### src/rtl/frame_sequencer_if.sv
`default_nettype none
// ============================================================================
// frame_sequencer_if : vblank/control inputs and unit start/done handshake
// Rev 1.0
// ============================================================================
interface frame_sequencer_if;
  logic       i_vblank;
  logic       i_pause;
  logic [1:0] i_speed;
  logic [3:0] i_done;
  logic [3:0] o_start;
  logic       o_busy;
  logic       o_frame;
  logic       o_overrun;
  logic       o_timeout;
  logic [7:0] o_seq_cnt;

  modport master (
    input  i_vblank, i_pause, i_speed, i_done,
    output o_start, o_busy, o_frame, o_overrun, o_timeout, o_seq_cnt
  );

  modport slave (
    output i_vblank, i_pause, i_speed, i_done,
    input  o_start, o_busy, o_frame, o_overrun, o_timeout, o_seq_cnt
  );
endinterface
`default_nettype wire

### src/rtl/frame_sequencer.sv
`default_nettype none
// ============================================================================
// frame_sequencer : kicks paddle, ball, collision, score units once per due vblank
// Rev 1.0
// ============================================================================
module frame_sequencer #(
  parameter int TIMEOUT = 800,
  parameter int TW      = 10
) (
  input  wire logic         i_clk,
  input  wire logic         i_rst,
  frame_sequencer_if.master bus
);

  typedef enum logic [1:0] {
    S_IDLE  = 2'd0,
    S_ISSUE = 2'd1,
    S_WAIT  = 2'd2,
    S_DONE  = 2'd3
  } state_t;

  logic          r_vb_s1, r_vb_s2, r_vb_s3;
  logic          r_tick;
  logic          r_frame;
  state_t        r_state, w_state_nxt;
  logic [1:0]    r_step,  w_step_nxt;
  logic [1:0]    r_div,   w_div_nxt;
  logic [TW-1:0] r_cnt,   w_cnt_nxt;
  logic          r_overrun, w_overrun_nxt;
  logic          r_timeout, w_timeout_nxt;
  logic [7:0]    r_seq_cnt, w_seq_cnt_nxt;
  logic          w_done_k;
  logic          w_cnt_end;

  assign w_done_k  = bus.i_done[r_step];
  assign w_cnt_end = (r_cnt == TW'(TIMEOUT - 1));

  // Sync flops preset high so a vblank already asserted at reset release is not a tick
  always_ff @(posedge i_clk or posedge i_rst) begin
    if (i_rst) begin
      r_vb_s1   <= 1'b1;
      r_vb_s2   <= 1'b1;
      r_vb_s3   <= 1'b1;
      r_tick    <= 1'b0;
      r_frame   <= 1'b0;
      r_state   <= S_IDLE;
      r_step    <= 2'd0;
      r_div     <= 2'd0;
      r_cnt     <= '0;
      r_overrun <= 1'b0;
      r_timeout <= 1'b0;
      r_seq_cnt <= 8'd0;
    end else begin
      r_vb_s1   <= bus.i_vblank;
      r_vb_s2   <= r_vb_s1;
      r_vb_s3   <= r_vb_s2;
      r_tick    <= r_vb_s2 & ~r_vb_s3;
      r_frame   <= r_tick;
      r_state   <= w_state_nxt;
      r_step    <= w_step_nxt;
      r_div     <= w_div_nxt;
      r_cnt     <= w_cnt_nxt;
      r_overrun <= w_overrun_nxt;
      r_timeout <= w_timeout_nxt;
      r_seq_cnt <= w_seq_cnt_nxt;
    end
  end

  always_comb begin
    w_state_nxt   = r_state;
    w_step_nxt    = r_step;
    w_div_nxt     = r_div;
    w_cnt_nxt     = r_cnt;
    w_overrun_nxt = r_overrun;
    w_timeout_nxt = r_timeout;
    w_seq_cnt_nxt = r_seq_cnt;

    if (bus.i_pause) begin
      w_div_nxt = 2'd0;
    end

    case (r_state)
      S_IDLE: begin
        if (r_tick && !bus.i_pause) begin
          if (r_div == bus.i_speed) begin
            w_div_nxt   = 2'd0;
            w_step_nxt  = 2'd0;
            w_state_nxt = S_ISSUE;
          end else begin
            w_div_nxt = r_div + 2'd1;
          end
        end
      end
      S_ISSUE: begin
        w_cnt_nxt   = '0;
        w_state_nxt = S_WAIT;
      end
      S_WAIT: begin
        w_cnt_nxt = r_cnt + 1'b1;
        // A done in the final counted cycle wins over the timeout
        if (w_done_k || w_cnt_end) begin
          if (!w_done_k) begin
            w_timeout_nxt = 1'b1;
          end
          if (r_step == 2'd3) begin
            w_state_nxt = S_DONE;
          end else begin
            w_step_nxt  = r_step + 2'd1;
            w_state_nxt = S_ISSUE;
          end
        end
      end
      S_DONE: begin
        w_seq_cnt_nxt = r_seq_cnt + 8'd1;
        w_state_nxt   = S_IDLE;
      end
      default: begin
        w_state_nxt = S_IDLE;
      end
    endcase

    if (r_tick && (r_state != S_IDLE)) begin
      w_overrun_nxt = 1'b1;
    end
  end

  assign bus.o_start   = (r_state == S_ISSUE) ? (4'b0001 << r_step) : 4'b0000;
  assign bus.o_busy    = (r_state != S_IDLE);
  assign bus.o_frame   = r_frame;
  assign bus.o_overrun = r_overrun;
  assign bus.o_timeout = r_timeout;
  assign bus.o_seq_cnt = r_seq_cnt;

endmodule
`default_nettype wire

### src/flat_wrapper.sv
// flat-port wrapper written by rule: the top's interface ports become plain ports
module frame_sequencer_flat 
#(
  parameter int TIMEOUT = 800,
  parameter int TW      = 10
)
  (i_clk, i_rst, bus_i_vblank, bus_i_pause, bus_i_speed, bus_i_done, bus_o_start, bus_o_busy, bus_o_frame, bus_o_overrun, bus_o_timeout, bus_o_seq_cnt);
  frame_sequencer_if bus_i ();
  input  wire logic i_clk;
  input  wire logic i_rst;
  input wire logic [$bits(bus_i.i_vblank)-1:0] bus_i_vblank;
  input wire logic [$bits(bus_i.i_pause)-1:0] bus_i_pause;
  input wire logic [$bits(bus_i.i_speed)-1:0] bus_i_speed;
  input wire logic [$bits(bus_i.i_done)-1:0] bus_i_done;
  output wire logic [$bits(bus_i.o_start)-1:0] bus_o_start;
  output wire logic [$bits(bus_i.o_busy)-1:0] bus_o_busy;
  output wire logic [$bits(bus_i.o_frame)-1:0] bus_o_frame;
  output wire logic [$bits(bus_i.o_overrun)-1:0] bus_o_overrun;
  output wire logic [$bits(bus_i.o_timeout)-1:0] bus_o_timeout;
  output wire logic [$bits(bus_i.o_seq_cnt)-1:0] bus_o_seq_cnt;
  assign bus_i.i_vblank = bus_i_vblank;
  assign bus_i.i_pause = bus_i_pause;
  assign bus_i.i_speed = bus_i_speed;
  assign bus_i.i_done = bus_i_done;
  assign bus_o_start = bus_i.o_start;
  assign bus_o_busy = bus_i.o_busy;
  assign bus_o_frame = bus_i.o_frame;
  assign bus_o_overrun = bus_i.o_overrun;
  assign bus_o_timeout = bus_i.o_timeout;
  assign bus_o_seq_cnt = bus_i.o_seq_cnt;
  frame_sequencer #(.TIMEOUT(TIMEOUT), .TW(TW)) u_core (.i_clk(i_clk), .i_rst(i_rst), .bus(bus_i));
endmodule
### config.mk
export PLATFORM = sky130hd
export DESIGN_NAME = frame_sequencer_flat
export DESIGN_NICKNAME = d
export VERILOG_FILES = /design/src/rtl/frame_sequencer_if.sv /design/src/rtl/frame_sequencer.sv /design/src/flat_wrapper.sv
export SDC_FILE = /design/constraint.sdc
export NUM_CORES = 1
export LEC_CHECK = 0
export CORE_ASPECT_RATIO = 1.1
export CORE_MARGIN = 8
export CORE_UTILIZATION = 45
export CTS_BUF_LIST = sky130_fd_sc_hd__clkbuf_16
export DETAILED_ROUTE_END_ITERATION = 6
export PLACE_DENSITY = 0.8
export SYNTH_ARGS = -nofsm -noshare
export SYNTH_HDL_FRONTEND = slang
export SYNTH_SLANG_ARGS = --single-unit
### constraint.sdc
create_clock -name i_clk -period 4.2 [get_ports i_clk]
set_input_delay 1.05 -clock i_clk [delete_from_list [all_inputs] [get_ports i_clk]]
set_output_delay 1.05 -clock i_clk [all_outputs]
set_load 0.1 [all_outputs]
# Word level (Yosys, flattened, before mapping)
# Index checks and enable logic that the tools add are counted.
# op_classes
n_shift	1
n_reduce_logical	11
n_mux	18
addsub	4
bitwise_logic	3
n_lt_le_gt_ge	1
n_eq_ne	10
# op_table
operator	n
two-way mux 2 bit	12
case mux 10 bit (2 select lines)	1
adder 10 x 1 -> 10 bit (second input constant)	1
equality test 10 bit (second input constant)	1
adder 8 x 1 -> 8 bit (second input constant)	1
case mux 2 bit (4 select lines)	1
equality test 2 bit (second input constant)	3
!= test 2 x 1 -> 1 bit (second input constant)	3
AND reduction 3 bit	2
nonzero test 2 bit	3
AND reduction 5 bit	1
adder 2 x 1 -> 2 bit (second input constant)	2
two-way mux 4 bit	1
case mux 2 bit (2 select lines)	1
left shift 1 x 2 -> 4 bit (first input constant)	1
< comparator 2 x 3 -> 1 bit (second input constant)	1
binary-select mux 1 bit (select 2 bit)	1
equality test 2 x 1 -> 1 bit (second input constant)	1
equality test 2 bit	1
logical AND 1 bit	2
logical NOT 2 bit	1
!= test 2 bit (second input constant)	1
NOT 1 bit	2
bitwise AND 1 bit	1
3 further kinds	3
# word_totals
register_bits	31
inputBits	10

# Depth between registers and ports, before layout
# Gate-level depths: netlist (run 1).
# logic_depth
ltp_word	5
depth_mapped	7
depth_no_buf	6

# Worst setup path before layout (run 1)
# No wires, ideal clock.
# synth_path
kind	register to output
from	register u_core.r_step[0]
to	output bus_o_start[2]
arrival_time_ns	1.417
t_required_ns	3.150
path_slack_ns	1.733
path_stages_with_launch	4
n_path_buf	0
path_cell_list	dfrtp_1 > inv_1 > ha_1 > and2_1
# synth_between
elab_chain_len	2
# synth_lines
item	line_no	text
start: declaration	frame_sequencer.sv:26	logic [1:0] r_step, w_step_nxt;
start signal: assignment	frame_sequencer.sv:60	r_step <= w_step_nxt;
left shift 1 x 2 -> 4 bit	frame_sequencer.sv:127	assign bus.o_start = (r_state == S_ISSUE) ? (4'b0001 << r_step) : 4'b0000;
two-way mux 4 bit	frame_sequencer.sv:127	
end: declaration	flat_wrapper.sv:15	output wire logic [$bits(bus_i.o_start)-1:0] bus_o_start;
# Every way passes these cells.

# Final worst setup path (run 1)
# layout_path
from	register u_core.r_seq_cnt[0] (netlist: u_core.bus.o_seq_cnt[0])
to	output bus_o_seq_cnt[0]
# layout_lines
item	line_no	text
start: declaration	frame_sequencer.sv:31	logic [7:0] r_seq_cnt, w_seq_cnt_nxt;
start signal: assignment	frame_sequencer.sv:65	r_seq_cnt <= w_seq_cnt_nxt;
end: declaration	flat_wrapper.sv:20	output wire logic [$bits(bus_i.o_seq_cnt)-1:0] bus_o_seq_cnt;
# No word-level cell between the ends.

==> metrics.yaml, run 1 <==
status:
  outcome: "complete, no violations"
synth:
  synth_fa_ha_area_share_pct: 7.76
  synth_warnings: 0
  ys.flop_type: "dfrtp_1"
  synth_top_family_by_area: "simple AND/OR/NAND/NOR gates"
  synth_compound_area_share_pct: 12.7
  ys_ff_latch: 31
  synth.area.mux_share_pct: 2.64
  synth_edf_count: 0
  synthSimpleGateAreaFrac_pct: 18.4
  synth_fp_nets: 174
  syn_inst: 154
  yosysUniqueCellTypes: 38
  yosysSeqAreaShare_pct: 48.4
  synth.avg_cell_area_um2: 10.5
  synth_area_um2: 1610
  synth-async-reset-ratio_pct: 100
  synthXorXnorAreaFrac_pct: 7.07
power_and_ir_drop:
  p_seq_share_pct: 28.3
  p_comb_share_pct: 43.1
  clkPwrFrac_pct: 28.5
  power_leakage_uw: 0.000921
  worst_ir_drop_vdd_uv: 311
  p_int_uw: 805
  p_switching_uw: 619
  cellPowerDensity_nw_per_um2: 684
  p_sw_share_pct: 43.5
worst_setup_path:
  cpMaxStageDelayCell: "clkdlybuf4s50_1"
  worstPathMaxFanout: 5
  path_class: "reg -> out"
  worstPathCellList: "clkdlybuf4s50_1"
  critPathMaxStageDelay_ns: 1.19
  reg2reg_depth: 6
  startpoint_type: "register"
  cp_top_family: "buffers and inverters"
  worstPathArrival_ns: 1.89
  cp_num_buf_inv: 1
  end_kind: "primary output"
  required_ns: 3.15
  worstSetupPathDepth: 1
layout:
  num_antenna_cells: 0
  mostFrequentLayoutCell: "dfrtp_1"
  instances_no_fill: 236
  area_growth_pct: 29.1
  layout-drive-gt1-share_pct: 12.4
  final_cell_mix: "28 x dfrtp_1, 20 x clkdlybuf4s50_1, 14 x nand2_1"
  finalNetCount: 205
  final_core_util_pct: 58.8
floorplan:
  die_w_um: 73.1
  core_um2: 3540
  die-area_um2: 5750
  rows: 23
  io-pin-count: 26
  start_util_pct: 45.5
  fp.dieH_um: 78.8
clock_network:
  post_cts_resized: 0
  clockRootBuffer: "clkbuf_16"
  cts_hold_buffers: 0
  h-tree-depth: 2
  cts_tree: "yes"
  clk_pin_slew_worst_paths_ns: 0.05
  clockBufferDepth: 2
  postCtsSetupRepairBufs: 0
  cts_sinks: 31
  cts-buffers-inserted: 5
  clock_latency_ns: 0.28
route:
  drc: 0
  via_per_inst: 5.24
  ant_nets: 0
  wl_per_cell_um: 14.4
  first_pass_iters: 4
  num_vias: 1236
  finalWirelength_um: 3400
  drt_iter0_drc: 81
timing:
  post-route-period-util_pct: 70.0
  setup_violations: 0
  hold_viol: 0
  tightest_slew_ns: 1.01
  finalSetupTns_ns: 0
  fmax_mhz: 340
  rsz0062_at_grt: "no"
  drv_slew: 0
  fin_skew_ns: 0.00604
  slew_headroom_pct: 32.7
  fin_crit_ns: 2.94
global_routing:
  first_global_vias: 1303
  grt_max_degree: 32
  track_usage_pct: 13.0
  overflow: 0
  grt_antenna_before_repair: 0
  grt_pass1_wl_um: 5860
place:
  numPortBuffers: 25
  dp_hpwl_um: 2540
  place_congestion: 0.783
  dpl.cell_count: 228
hold_path:
  min_path_type: "reg -> reg"
  whs_path_depth: 0
job:
  maxCapViolations: 0
-- cells by family (layout without fill, tap and decap cells) --
logic type	Yosys count	after routing
XOR/XNOR	13	13
adder cells (fa/ha/maj)	10	10
buffers and inverters	13	45
flip-flops	31	31
multiplexers	4	4
AO/OA/AOI/OAI	25	25
AND/OR/NAND/NOR	58	58
-- power by group through the flow --
stage	combinational, uW	clock [uW]	sequential (uW)
floorplan	335	0	546
global placement	596	0	403
detailed placement	619	0	409
finish	614	406	403
global route	660	428	411
CTS	623	414	404
-- cell usage after synthesis (all sizes together) (2+ instances only) --
cell type / number / area, um^2
dfrtp: 28 / 701
nand2: 14 / 52.6
inv: 11 / 41.3
nor2: 11 / 41.3
ha: 10 / 125
o21ai: 8 / 40.0
nand3: 7 / 35.0
xor2: 7 / 61.3
and2: 6 / 37.5
xnor2: 6 / 52.6
nor2b: 5 / 31.3
nand4: 4 / 25.0
a21oi: 3 / 15.0
dfstp: 3 / 78.8
nor3: 3 / 15.0
a21o: 2 / 15.0
clkbuf: 2 / 7.51
mux2: 2 / 22.5
mux2i: 2 / 20.0
nor3b: 2 / 15.0
-- sequential cells by signal (all words and copies together), names as in the netlist, 2 cells and up --
register	flops
u_core.r_cnt	10
u_core.r_div	2
u_core.r_state	2
u_core.r_step	2
u_core.bus.o_seq_cnt	8
-- final cells by class --
| type | count | area, um^2 |
|---|---|---|
| Multi-Input combinational cell | 110 | 783 |
| Timing Repair Buffer | 26 | 245 |
| Clock inverter | 3 | 43.8 |
| Sequential cell | 31 | 779 |
| Clock buffer | 5 | 125 |
| Tap cell | 50 | 62.6 |
| Fill cell | 285 | 1460 |
| Inverter | 11 | 41.3 |
-- stage by stage --
| step | hold WS [ns] | cell area, um^2 | total power (uW) | setup slack (ns) |
|---|---|---|---|---|
| 5_1_grt | 0.351 | 2080 | 1500 | 1.22 |
| 3_3_place_gp | 0.347 | 1910 | 998 | 1.50 |
| 6_report | 0.347 | 2080 | 1420 | 1.26 |
| 3_5_place_dp | 0.349 | 1910 | 1030 | 1.45 |
| 2_1_floorplan | 0.345 | 1610 | 880 | 1.73 |
| 4_1_cts | 0.349 | 2080 | 1440 | 1.25 |
-- routing by layer --
metal	routed length [um]	track usage [%]	vias up
li1	-	-	594
met2	1830	22.6	27
met5	0	0	-
met3	140	3.90	16
met4	126	7.21	0
met1	1310	13.4	599
-- final timing paths --
kind                                      to               startpoint  slack (ns)
max                         bus_o_seq_cnt[0]  u_core.bus.o_seq_cnt[0]        1.26
min                           u_core.r_vb_s2           u_core.r_vb_s1        0.35
max reg2reg                 u_core.r_step[1]        u_core.r_state[0]        2.18
min reg2reg                   u_core.r_vb_s2           u_core.r_vb_s1        0.35
max in group asynchronous     u_core.r_vb_s1                    i_rst        2.73
min in group asynchronous  u_core.r_state[0]                    i_rst        1.15
(Power assumes the default switching activity.)
==> inputs of run 2 (changes only) <==
- clock period: 4.2 -> 2.9 ns (I/O delays scaled with it)
==> run 2 against run 1 <==
Via count fell by 0.57%. Cell area fell by 1.3%. Sequential cell count did not move. First-iteration DRC count rose by 9.9%. Clock power rose by 46%. Clock skew fell by 0.0032 ns. Power rose by 44%. Die area did not move. Critical path depth rose by 3. Non-clock buffer count did not move. Cell count did not move. Global-route usage rose by 0.17 points. Largest power group unchanged.
==> metrics.yaml, run 2 (same netlist as run 1, synthesis figures left out) <==
status:
  outcome: "complete, no violations"
clock_network:
  cts-buffers-inserted: 5  # unchanged
  cts_tree: "yes"
  clockBufferDepth: 2  # unchanged
  clk_pin_slew_worst_paths_ns: 0.05  # about the same
  clock_latency_ns: 0.27  # about the same
  cts_sinks: 31  # unchanged
  h-tree-depth: 2  # unchanged
  clockRootBuffer: "clkbuf_16"
  cts_hold_buffers: 0  # unchanged
  post_cts_resized: 0  # unchanged
  postCtsSetupRepairBufs: 0  # unchanged
layout:
  area_growth_pct: 27.4
  stdcell_area_um2: 2050  # -1.3%
  num_antenna_cells: 0  # unchanged
  largest_reg_flops: 10  # unchanged
  mostFrequentLayoutCell: "dfrtp_1"
  final_cell_mix: "28 x dfrtp_1, 17 x buf_4, 14 x nand2_1"
  finalNetCount: 205  # unchanged
  layout-drive-gt1-share_pct: 18.3  # +5.9 points
  largest_register: "u_core.r_cnt"
floorplan:
  rows: 23  # unchanged
  core_um2: 3540  # unchanged
  fp.dieH_um: 78.8  # unchanged
  io-pin-count: 26  # unchanged
  die_w_um: 73.1  # unchanged
  start_util_pct: 45.5  # unchanged
  die-area_um2: 5750  # unchanged
global_routing:
  grt_pass1_wl_um: 5960  # +1.8%
  track_usage_pct: 13.1  # +0.17 points
  grt_antenna_before_repair: 0  # unchanged
  grt_max_degree: 32  # unchanged
  first_global_vias: 1274  # -2.2%
  overflow: 0  # unchanged
power_and_ir_drop:
  p_switching_uw: 894  # +44%
  p_int_uw: 1150  # +43%
  p_sw_share_pct: 43.6  # +0.17 points
  p_comb_share_pct: 42.5  # -0.6 points
  clkPwrFrac_pct: 29.0  # +0.5 points
  worst_ir_drop_vdd_uv: 563  # +81%
  p_seq_share_pct: 28.5  # +0.2 points
  cellPowerDensity_nw_per_um2: 998  # +46%
  power_leakage_uw: 0.000936  # +1.7%
hold_path:
  whs_endpoint: "u_core.r_vb_s2"
  min_path_type: "reg -> reg"
  min-delay-start: "u_core.r_vb_s1"
  whs_path_depth: 0  # unchanged
timing:
  fin_crit_ns: 2.22
  finalSetupTns_ns: 0  # unchanged
  whs_ns: 0.354  # +0.00664 ns
  drv_slew: 0  # unchanged
  fmax_mhz: 450
  hold_viol: 0  # unchanged
  fin_skew_ns: 0.00280  # -0.00325 ns
  slew_headroom_pct: 69.1  # +36 points
  rsz0062_at_grt: "no"
  tightest_slew_ns: 0.464  # -0.543 ns
  setup_violations: 0  # unchanged
  post-route-period-util_pct: 76.7
route:
  via_per_inst: 5.21  # -0.57%
  finalWirelength_um: 3380  # -0.85%
  drc: 0  # unchanged
  wl_per_cell_um: 14.3  # -0.85%
  drt_iter0_drc: 89  # +9.9%
  ant_nets: 0  # unchanged
  first_pass_iters: 4  # unchanged
  num_vias: 1229  # -0.57%
worst_setup_path:
  startpoint_type: "register"
  end_kind: "primary output"
  worstPathArrival_ns: 1.50  # -0.39 ns
  reg2reg_depth: 6  # unchanged
  r2r_end: "u_core.r_step[1]"
  path_class: "reg -> out"
  worstReg2RegStart: "u_core.r_state[0]"
  worstPathMaxFanout: 6  # +1
  cp-startpoint: "u_core.r_state[1]"
  required_ns: 2.17  # -0.98 ns
  rrSetupSlack_ns: 0.88  # -1.30 ns
job:
  maxCapViolations: 0  # unchanged
place:
  place_congestion: 0.746  # -4.8%
  postPlaceCellArea_um2: 1880  # -1.4%
  numPortBuffers: 25  # unchanged
  dp_hpwl_um: 2520  # -0.58%
## run 2: worst max-delay path by stage
stage,end,slack (ns),depth (start not counted)
2_1_floorplan,bus_o_start[2],0.76,3
4_1_cts,bus_o_busy,0.66,4
3_3_place_gp,u_core.r_step[0],0.52,5
3_5_place_dp,u_core.r_step[0],0.47,5
6_report,bus_o_busy,0.68,4
5_1_grt,bus_o_busy,0.60,4
## run 2: critical path: stages (launching register included)
cell     delay, ns
dfrtp_1       0.43
inv_1         0.11
ha_1          0.33
inv_1         0.10
buf_4         0.25
## run 2: metrics by stage
step	worst slack [ns]	util, %	cells	power, uW
2_1_floorplan	0.758	-	154	1280
3_3_place_gp	0.523	53.2	228	1440
3_5_place_dp	0.466	53.2	228	1470
4_1_cts	0.655	58.0	236	2070
5_1_grt	0.597	58.0	236	2150
6_report	0.676	58.0	236	2050
## run 2: cell type report
| type | instances | area, um^2 |
|---|---|---|
| multi-input combinational | 110 | 783 |
| inverter | 11 | 41.3 |
| timing repair buffer | 26 | 218 |
| sequential | 31 | 779 |
| tap | 50 | 62.6 |
| clock inverter | 3 | 43.8 |
| fill | 300 | 1490 |
| clock buffer | 5 | 125 |
## run 2: power by group through the flow
| stage | sequential, uW | combinational, uW | clock [uW] |
|---|---|---|---|
| 6_report | 584 | 871 | 594 |
| 4_1_cts | 583 | 881 | 607 |
| 3_3_place_gp | 584 | 855 | 0 |
| 2_1_floorplan | 790 | 485 | 0 |
| 3_5_place_dp | 590 | 876 | 0 |
| 5_1_grt | 594 | 930 | 629 |
## run 2: layer usage
metal	GRT usage (%)	share of wire (%)	vias to the layer above
met1	13.5	39	598
met4	6.01	1.9	0
li1	-	-	594
met5	0	0	-
met2	23.4	55	29
met3	4.28	4.1	8
==> inputs of run 3 (changes only) <==
- clock period: 2.9 -> 2.3 ns (I/O delays scaled with it)
==> run 3 against run 2 <==
Combinational power up 37%. Sequential power up 26%. Worst setup slack got worse by 0.44 ns. Largest cell class unchanged. Die area unchanged. First-iteration DRC count is 26% lower. Count of clock-buffer cells in the layout unchanged. Power grew 31%. Highest routed layer unchanged. Worst hold slack lost 0.0018 ns. Sequential share of layout area decreased by 1.3 points. Clock skew is 0.0019 ns higher. Sequential cell count unchanged.
==> metrics.yaml, run 3 (same netlist as run 1, synthesis figures left out) <==
clock_network:
  clock_latency_ns: 0.28  # about the same
  postCtsSetupRepairBufs: 0  # unchanged
  cts_sinks: 31  # unchanged
  h-tree-depth: 2  # unchanged
  cts_hold_buffers: 0  # unchanged
  cts-buffers-inserted: 5  # unchanged
  clockRootBuffer: "clkbuf_16"
  post_cts_resized: 0  # unchanged
  clockBufferDepth: 2  # unchanged
  cts_tree: "yes"
  clk_pin_slew_worst_paths_ns: 0.05  # about the same
layout:
  largest_register: "u_core.r_cnt"
  area_growth_pct: 31.8
  finalNetCount: 206  # +0.49%
  nFillCells: 300  # unchanged
  num_antenna_cells: 0  # unchanged
  final_cell_mix: "28 x dfrtp_1, 14 x nand2_1, 13 x buf_4"
  instances_no_fill: 237  # +0.42%
  largest_reg_flops: 10  # unchanged
  stdcell_area_um2: 2120  # +3.4%
  layout-drive-gt1-share_pct: 18.7  # +0.44 points
  mostFrequentLayoutCell: "dfrtp_1"
timing:
  slew_headroom_pct: 72.6  # +3.6 points
  setup_violations: 0  # unchanged
  post-route-period-util_pct: 89.6
  finalSetupTns_ns: 0  # unchanged
  tightest_slew_ns: 0.410  # -0.0539 ns
  fin_crit_ns: 2.06
  rsz0062_at_grt: "no"
  hold_viol: 0  # unchanged
  fin_skew_ns: 0.00469  # +0.00189 ns
  drv_slew: 0  # unchanged
  fmax_mhz: 485
  whs_ns: 0.352  # -0.00176 ns
route:
  wl_per_cell_um: 14.4  # +0.82%
  ant_nets: 0  # unchanged
  drc: 0  # unchanged
  via_per_inst: 5.17  # -0.67%
  num_vias: 1226  # -0.24%
  drt_iter0_drc: 66  # -26%
  first_pass_iters: 4  # unchanged
  finalWirelength_um: 3420  # +1.2%
job:
  maxCapViolations: 0  # unchanged
worst_setup_path:
  path_class: "in -> reg"
  worstReg2RegStart: "u_core.r_state[1]"
  startpoint_type: "input port"
  required_ns: 2.46  # +0.29 ns
  end_kind: "register"
  cp-startpoint: "bus_i_speed[0]"
  rrSetupSlack_ns: 0.33  # -0.55 ns
  worstPathMaxFanout: 4  # -2
  worstPathArrival_ns: 2.22  # +0.72 ns
power_and_ir_drop:
  p_int_uw: 1520  # +32%
  p_seq_share_pct: 27.5  # -1.0 points
  power_leakage_uw: 0.000958  # +2.3%
  p_sw_share_pct: 43.1  # -0.55 points
  clkPwrFrac_pct: 28.0  # -1.0 points
  p_switching_uw: 1150  # +29%
  cellPowerDensity_nw_per_um2: 1260  # +26%
  worst_ir_drop_vdd_uv: 657  # +17%
  p_comb_share_pct: 44.4  # +1.9 points
  finalPower_uw: 2680  # +31%
floorplan:
  core_um2: 3540  # unchanged
  io-pin-count: 26  # unchanged
  fp.dieH_um: 78.8  # unchanged
  start_util_pct: 45.5  # unchanged
  die_w_um: 73.1  # unchanged
  die-area_um2: 5750  # unchanged
  rows: 23  # unchanged
place:
  postPlaceCellArea_um2: 1950  # +3.7%
  dp_hpwl_um: 2550  # +0.93%
  dpl.cell_count: 229  # +0.44%
  place_congestion: 0.796  # +6.7%
  numPortBuffers: 25  # unchanged
global_routing:
  grt_antenna_before_repair: 0  # unchanged
  overflow: 0  # unchanged
  first_global_vias: 1278  # +0.31%
  track_usage_pct: 13.1  # +0.023 points
  grt_max_degree: 32  # unchanged
  grt_pass1_wl_um: 5980  # +0.23%
hold_path:
  min-delay-start: "u_core.r_vb_s1"
  min_path_type: "reg -> reg"
status:
  outcome: "complete, no violations"
==> run 3: cell count changes in the layout (fill, tap and decap cells not counted) <==
cell,delta
buf_4,-4
buf_12,+5
==> run 3: routing by layer <==
layer  track usage, %  vias to the layer above  wire [um]
li1                 -                      591          -
met1             14.3                      609       1380
met2             22.6                       21       1820
met3             4.91                        5        172
met4             5.01                        0         51
met5                0                        -          0
==> run 3: critical path, stage by stage <==
cell and delay [ns]:
clkdlybuf4s50_1 0.47, xor2_1 0.20, o41ai_4 0.42, o221ai_2 0.18, a221o_1 0.38
==> run 3: power groups by stage <==
| stage | sequential [uW] | combinational [uW] | clock, uW |
|---|---|---|---|
| floorplan | 996 | 612 | 0 |
| global placement | 737 | 1150 | 0 |
| detailed placement | 745 | 1200 | 0 |
| CTS | 735 | 1200 | 761 |
| global route | 750 | 1270 | 778 |
| finish | 737 | 1190 | 750 |
==> run 3: stage by stage <==
| step | setup WS (ns) | util (%) |
|---|---|---|
| 2_1_floorplan | 0.308 | - |
| 3_3_place_gp | 0.0631 | 55.2 |
| 3_5_place_dp | -0.0471 | 55.2 |
| 4_1_cts | 0.226 | 60.0 |
| 5_1_grt | 0.157 | 60.0 |
| 6_report | 0.238 | 60.0 |
==> run 3: cell type report <==
cell class / count / area, um^2 / share of cell area, %
multi-input combinational: 110 / 783 / 36.9
sequential: 31 / 779 / 36.7
timing repair buffer: 27 / 288 / 13.6
clock buffer: 5 / 125 / 5.89
tap: 50 / 62.6 / 2.95
clock inverter: 3 / 43.8 / 2.06
inverter: 11 / 41.3 / 1.94
==> run 3: final timing paths <==
kind                                           endpoint  depth (start not counted)
worst min-delay path                     u_core.r_vb_s2                          0
worst max register to register          u_core.r_cnt[9]                          6
worst min register to register           u_core.r_vb_s2                          0
worst max-delay path                   u_core.r_step[0]                          5
min in group asynchronous       u_core.bus.o_seq_cnt[4]                          3
max in group asynchronous                u_core.r_vb_s1                          3
